## config.mk

```make
export PLATFORM = sky130hd
export DESIGN_NAME = einsum_reduce_ctrl
export DESIGN_NICKNAME = d
export VERILOG_FILES = /design/src/rtl/einsum_reduce_ctrl.sv
export SDC_FILE = /design/constraint.sdc
export NUM_CORES = 1
export LEC_CHECK = 0
export BUFFER_PORTS_ARGS = -buffer_cell sky130_fd_sc_hd__buf_2
export CAP_MARGIN = 40
export CORE_UTILIZATION = 44
export CTS_CLUSTER_DIAMETER = 50
export DETAILED_ROUTE_END_ITERATION = 10
export PLACE_DENSITY_LB_ADDON = 0.08
export REMOVE_ABC_BUFFERS = 1
export SYNTH_ARGS = -nofsm -noshare
export SYNTH_HDL_FRONTEND = slang
export SYNTH_SLANG_ARGS = --single-unit
```

## constraint.sdc

```tcl
create_clock -name clk -period 2.1 [get_ports clk]
set_input_delay 0.105 -clock clk [delete_from_list [all_inputs] [get_ports clk]]
set_output_delay 0.105 -clock clk [all_outputs]
set_load 0.02 [all_outputs]
```

## src/rtl/einsum_reduce_ctrl.sv

```systemverilog
// Streaming log-sum-exp reduction controller driving an external einsum_add.
// Optional NEG_INF skipping in ACCUM: define EINSUM_REDUCE_SKIP_NEG_INF_EN.
module einsum_reduce_ctrl #(
    parameter int WORD_WIDTH = 32,
    parameter int MAX_LEN    = 1024,
    parameter int CNT_WIDTH  = 11
) (
    input  logic                  clk,
    input  logic                  rst,
    input  logic                  in_valid,
    output logic                  in_ready,
    input  logic [WORD_WIDTH-1:0] in_data,
    input  logic                  in_last,
    input  logic [1:0]            in_mode,
    output logic [WORD_WIDTH-1:0] add_operand_a,
    output logic [WORD_WIDTH-1:0] add_operand_b,
    output logic                  add_enable,
    output logic                  add_bypass,
    output logic [1:0]            add_pe_mode,
    input  logic [WORD_WIDTH-1:0] add_sum,
    output logic                  out_valid,
    input  logic                  out_ready,
    output logic [WORD_WIDTH-1:0] out_data,
    output logic [CNT_WIDTH-1:0]  out_count,
    output logic                  out_overflow
);

    typedef enum logic [1:0] {
        IDLE,
        ACCUM,
        DRAIN,
        HOLD
    } state_t;

    localparam logic [WORD_WIDTH-1:0] NEG_INF = WORD_WIDTH'(32'h0080_0000);
    localparam logic                  ONE_MAX = (MAX_LEN == 1);

    state_t               state;
    logic [1:0]           mode_q;
    logic [CNT_WIDTH-1:0] count;
    logic [CNT_WIDTH-1:0] cnt_nxt;
    logic                 acc;
    logic                 first;
    logic                 at_max;
    logic                 skip;

    assign in_ready = !rst && (state == IDLE || state == ACCUM);
    assign acc      = in_valid && in_ready;
    assign first    = (state == IDLE);
    assign cnt_nxt  = count + CNT_WIDTH'(1);
    assign at_max   = (cnt_nxt == CNT_WIDTH'(MAX_LEN));

`ifdef EINSUM_REDUCE_SKIP_NEG_INF_EN
    // A NEG_INF term leaves the running sum unchanged, so the adder is not used.
    assign skip = !first && mode_q == 2'b00 && in_data == NEG_INF;
`else
    assign skip = 1'b0;
`endif

    always_comb begin
        add_operand_a = '0;
        add_operand_b = '0;
        add_enable    = 1'b0;
        add_bypass    = 1'b0;
        add_pe_mode   = 2'b00;
        if (acc) begin
            if (first) begin
                add_operand_a = in_data;
                add_bypass    = 1'b1;
                add_enable    = 1'b1;
                add_pe_mode   = in_mode;
            end else if (!skip) begin
                add_operand_a = add_sum;
                add_operand_b = in_data;
                add_enable    = 1'b1;
                add_pe_mode   = mode_q;
            end
        end
    end

    always_ff @(posedge clk) begin
        if (rst) begin
            state        <= IDLE;
            mode_q       <= 2'b00;
            count        <= '0;
            out_valid    <= 1'b0;
            out_data     <= '0;
            out_count    <= '0;
            out_overflow <= 1'b0;
        end else begin
            unique case (state)
                IDLE: begin
                    if (acc) begin
                        mode_q <= in_mode;
                        count  <= CNT_WIDTH'(1);
                        if (in_last || ONE_MAX) begin
                            state        <= DRAIN;
                            out_overflow <= !in_last && ONE_MAX;
                        end else begin
                            state <= ACCUM;
                        end
                    end
                end
                ACCUM: begin
                    if (acc) begin
                        count <= cnt_nxt;
                        if (in_last || at_max) begin
                            state        <= DRAIN;
                            out_overflow <= !in_last && at_max;
                        end
                    end
                end
                DRAIN: begin
                    // Adder output now reflects the final accepted element.
                    out_data  <= add_sum;
                    out_count <= count;
                    state     <= HOLD;
                end
                HOLD: begin
                    if (out_valid && out_ready) begin
                        out_valid    <= 1'b0;
                        out_overflow <= 1'b0;
                        state        <= IDLE;
                    end else begin
                        out_valid <= 1'b1;
                    end
                end
                default: state <= IDLE;
            endcase
        end
    end

endmodule

```

==> After elaboration in Yosys (flattened, before gate mapping) <==
Cells that the tools add are included.
{ "op_classes": {"add_sub_neg": 1, "n_eq_ne": 9, "muxes": 25, "n_reduce_logical": 15} }
{ "ops": {"columns": ["op", "count"], "rows": [
  ["$mux 32", 4],
  ["$mux 11", 2],
  ["$pmux 11 s2", 1],
  ["$mux 2", 7],
  ["$add 11x1->11 const B", 1],
  ["$eq 11x11->1 const B", 1],
  ["$mux 1", 9],
  ["$pmux 2 s4", 1],
  ["$ne 2x1->1 const B", 3],
  ["$reduce_and 6->1", 1],
  ["$eq 2x2->1 const B", 2],
  ["$logic_and 1x1->1", 4],
  ["$ne 2x2->1 const B", 2],
  ["$reduce_and 4->1", 1],
  ["$pmux 1 s3", 1],
  ["$reduce_and 3->1", 1],
  ["$reduce_bool 3->1", 1],
  ["$eq 2x1->1 const B", 1],
  ["$logic_not 1->1", 2],
  ["$logic_not 2->1", 1],
  ["$logic_or 1x1->1", 2],
  ["$reduce_and 2->1", 1],
  ["$reduce_bool 2->1", 1]
]} }
{ "word_totals": {"register_bits": 60, "inputBits": 71, "out_inout_bits": 114, "wordCells": 57} }

==> Logic depth before layout (Yosys ltp) <==
{ "logic_depth": {"ltp_word": 6, "mapped_depth": 9, "mapped_depth_nobuf": 8} }

==> Worst setup path before layout <==
OpenSTA, ideal clock, no wires.
{ "synth_path": {"path_kind": "reg2out", "from": "reg state[0]", "to": "out add_operand_a[22]", "t_arrival_ns": 1.803, "required_ns": 1.995, "slack_ns": 0.192, "stages_incl_launch_ff": 8, "path_buffers": 3, "path_cell_list": "dfxtp_1 -> inv_1 -> ha_1 -> clkbuf_1 -> clkbuf_1 -> buf_2 -> mux2i_1 -> nor2_1"} }
{ "synth_via": {"elab_chain_len": 5, "elab_cells_between_ends": 7, "classes_between": "eq/ne: 1; mux: 2; reduce/logical: 4"} }
{ "synth_rtl": {"columns": ["item", "line_no", "text"], "rows": [
  ["from (decl)", "38", "state_t state;"],
  ["from (signal assigned)", "83", "state <= IDLE;"],
  ["from (signal assigned)", "97", "state <= DRAIN;"],
  ["from (signal assigned)", "100", "state <= ACCUM;"],
  ["$eq 2x1->1 or $logic_not 2->1 (tied branches)", "47, 49", null],
  ["$logic_or 1x1->1", "47", "assign in_ready = !rst && (state == IDLE || state == ACCUM);"],
  ["$logic_and 1x1->1", "47", null],
  ["$logic_and 1x1->1", "48", "assign acc = in_valid && in_ready;"],
  ["$mux 32 *", "66", "if (acc) begin"],
  ["to (decl)", "15", "output logic [WORD_WIDTH-1:0] add_operand_a,"]
]} }
Every way passes the cells marked *; elsewhere a longest branch is shown, timed or not.

==> Worst setup path in the final report <==
{ "layout_path": {"from": "reg count[0]", "to": "reg state[1]"} }
{ "layout_via": {"elab_chain_len": 5} }
{ "layout_rtl": {"columns": ["item", "line_no", "text"], "rows": [
  ["from (decl)", "40", "logic [CNT_WIDTH-1:0] count;"],
  ["from (signal assigned)", "106", "count <= cnt_nxt;"],
  ["$add 11x1->11", "50", "assign cnt_nxt = count + CNT_WIDTH'(1);"],
  ["$eq 11x11->1", "51", "assign at_max = (cnt_nxt == CNT_WIDTH'(MAX_LEN));"],
  ["$logic_or 1x1->1", "107", "if (in_last || at_max) begin"],
  ["$ne 2x1->1 (no line)", null, null],
  ["$reduce_and 4->1 (no line)", null, null],
  ["to (signal assigned)", "108", "state <= DRAIN;"],
  ["to (signal assigned)", "117", "state <= HOLD;"],
  ["to (signal assigned)", "123", "state <= IDLE;"]
]} }
No other way between the ends.
A chain may end at the register's enable or synchronous reset.

==> impl_metrics.csv <==
group,metric,value,unit
synth,avgSynthCellArea,8.30,sq um
setup_path,cp_slowest_stage_delay,430,ps
detailed_routing,antenna_left,0,
timing,fin_crit_sh,0.934,
die,die_h,87.6,microns
detailed_routing,vias_per_cell,4.90,
setup_path,end_kind,"flop",
die,die_x,87.6,microns
detailed_routing,drt_pass1_iterations,4,
grt,top_usage_layer,"met2",
layout,drive_gt1_frac,0.386,
run_status,status,"finished clean",
synth,netlist_area,3230,sq um
setup_path,crit_arrival,2190,ps
timing,worst_pin_slew,638,ps
timing,fin_crit,1960,ps
synth,synth-main-ff-cell,"dfxtp_1",
layout,final_nets,649,
clock_network,path_clk_slew,70,ps
layout,regArea,1200,sq um
die,die_area,7680,sq um
hold_path,worstHoldPathType,"in -> reg",
synth,ys_ff_latch,60,
pwr,leakage,2.42,nW
grt,grt_first_pass_wirelength,14.6,mm
layout,stdcell_area,4580,sq um
placed_design,port_buffers,184,
grt,antenna_found_initial,0,
timing,setup_viol,0,
layout,diodes,0,
synth,async_reset_ff_frac,0,
die,rows,30,
die,initial_core_util,0.465,
detailed_routing,avgRoutedWirePerCell,13.6,microns
layout,multi_input_area,1930,sq um
layout,fillers,597,
timing,fmax,510,MHz
synth,synthCells,389,
synth,yosysWarnings,0,
timing,max_slew_margin,0.575,
setup_path,r2r_slack,140,ps
pwr,power.density,1250,nW/um^2
grt,use_met3,0.0377,
grt,grtUsageMet2,0.445,
timing,worst_hold_slack,24.1,ps
timing,skew,4.50,ps
grt,overflow,0,
setup_path,critPathMostFrequentCell,"mux2i_1",
timing,fin_tns_setup,0,ps
grt,use_met1,0.292,
synth,synth-edff-count,0,
clock_network,cts_buffers,9,
die,io_pins,185,
clock_network,cts_hold_buf,0,
setup_path,slowest_stage,"o41ai_4",
detailed_routing,totalWireLength,9.19,mm
synth,ys_seq_area_frac,0.372,
clock_network,clock_latency,330,ps
die,core,6940,sq um
grt,grt_pass1_vias,3062,
detailed_routing,drt_iter0_markers,120,
clock_network,clock_sinks,60,
clock_network,htree_num_levels,3,
setup_path,path_max_fanout,4,
timing,rsz0062_at_grt,"true",
setup_path,required,2330,ps
clock_network,cts_root_buffer,"clkbuf_8",
timing,finalHoldViolations,0,
clock_network,cts_tree,"done",
timing,maxSlewViolCount,0,
layout,synthToLayoutAreaGrowth,42.0,%
placed_design,dpl.hpwl,6.84,mm
run,drv_cap,0,
placed_design,place.gp.congestion,0.815,
clock_network,clockBufferDepth,2,
pwr,ir_worst_vdd,0.623,mV
grt,grt_use_total,0.246,
placed_design,post_dp_cell_area,4290,sq um
setup_path,path_class,"reg -> reg",
pwr,total_power,0.00571,W
synth,synth_cell_types,34,
detailed_routing,num_vias,3301,
grt,grt_max_degree,63,
setup_path,path_cells,"ha_1 -> nand2_2 -> mux2i_1 -> mux2i_1 -> o41ai_4 -> a21oi_1 -> a311oi_1",
detailed_routing,drc,0,
setup_path,critPathLaunchType,"flop",
## placed cells by master (no fill, tap or decap), types with 2 or more instances in the layout
master / netlist / final
ha_2: 0 / 2
buf_2: 1 / 184
nand2_1: 28 / 27
nor4_1: 3 / 3
nand3_1: 4 / 4
clkinv_2: 0 / 2
mux2i_1: 80 / 80
a311oi_1: 2 / 2
nand4_1: 2 / 2
clkbuf_8: 0 / 11
a21oi_1: 14 / 14
and2_1: 33 / 33
inv_1: 6 / 6
nor2_1: 94 / 93
buf_8: 0 / 2
buf_4: 0 / 11
bufinv_16: 0 / 3
and3_1: 2 / 2
nor3_1: 7 / 7
dfxtp_1: 60 / 60
o21ai_0: 5 / 5
ha_1: 5 / 3
nor2b_1: 4 / 4
## registers in the layout, indices dropped and copies added (netlist names)
| register | flops |
|---|---|
| count | 11 |
| mode_q | 2 |
| out_count | 11 |
| out_data | 32 |
| out_overflow | 1 |
| out_valid | 1 |
| state | 2 |
## per-layer routing
layer  wire length [microns]  vias to the layer above
met3                     436                        7
met4                      93                        0
met1                    3870                     1525
li1                        -                     1675
met2                    4790                       94
met5                       0                        -
## worst paths after layout
| kind | from | to | cells after the start |
|---|---|---|---|
| worst max-delay path | count[0]$_SDFFE_PP0P_ | state[1]$_SDFFE_PP0P_ | 7 |
| worst max register to register | count[0]$_SDFFE_PP0P_ | state[1]$_SDFFE_PP0P_ | 7 |
| worst min-delay path | add_sum[25] | out_data[25]$_SDFFE_PP0P_ | 3 |
| worst min register to register | mode_q[1]$_SDFFE_PP0P_ | mode_q[1]$_SDFFE_PP0P_ | 2 |
## timing repair
action                                  in CTS  in global routing
buffers inserted                             0                  2
pin swaps                                    0                  1
endpoints found under the setup margin      34                 20
resized for setup                            5                  4
## critical path: cells and delay by family, from the launching register on
| family | cells | cell delay (ps) |
|---|---|---|
| simple gates | 1 | 140 |
| compound gates | 3 | 820 |
| mux | 2 | 350 |
| flops | 1 | 330 |
| fa+ha+maj | 1 | 220 |
## cell families (layout without fill, tap and decap cells)
kind of cell             Yosys count  after routing  synth area share
buffers and inverters             32            221            0.0376
adder cells (fa/ha/maj)            5              5            0.0194
AO/OA/AOI/OAI                     30             30            0.0620
multiplexers                      80             80             0.248
AND/OR/NAND/NOR                  181            181             0.258
flip-flops                        60             60             0.372
XOR/XNOR                           1              1           0.00271
## layout make-up
type                            instances  area share
Clock inverter                          4      0.0207
Inverter                                7     0.00601
Sequential cell                        60       0.262
Clock buffer                           12      0.0339
Multi-Input combinational cell        297       0.421
Tap cell                               96      0.0262
Timing Repair Buffer                  198       0.230
## stage by stage
stage,utilization,worst slack [ps],std cells
6_report,0.660,139,674
5_1_grt,0.660,-79.2,674
4_1_cts,0.656,6.79,672
3_5_place_dp,0.618,-50.7,656
3_3_place_gp,0.618,57.1,656
2_1_floorplan,-,-2050,364
## power by group
part           total [W]  internal (W)  leakage [nW]  switching, W
logic            0.00302       0.00125          1.81       0.00176
clock network    0.00130      0.000852         0.127      0.000443
registers        0.00140       0.00131         0.487     0.0000901
total            0.00571       0.00341          2.42       0.00230
## cells in the mapped netlist (3+ instances only)
| library cell | count | area share |
|---|---|---|
| a21oi_1 | 14 | 0.022 |
| and2_1 | 33 | 0.064 |
| buf_1 | 6 | 0.0070 |
| clkbuf_1 | 18 | 0.021 |
| dfxtp_1 | 60 | 0.37 |
| ha_1 | 5 | 0.019 |
| inv_1 | 6 | 0.0070 |
| mux2i_1 | 80 | 0.25 |
| nand2_1 | 28 | 0.033 |
| nand3_1 | 4 | 0.0062 |
| nor2_1 | 94 | 0.11 |
| nor2b_1 | 4 | 0.0078 |
| nor3_1 | 7 | 0.011 |
| nor4_1 | 3 | 0.0058 |
| o21ai_0 | 5 | 0.0078 |
No activity file was read; power rests on OpenSTA's default activity.
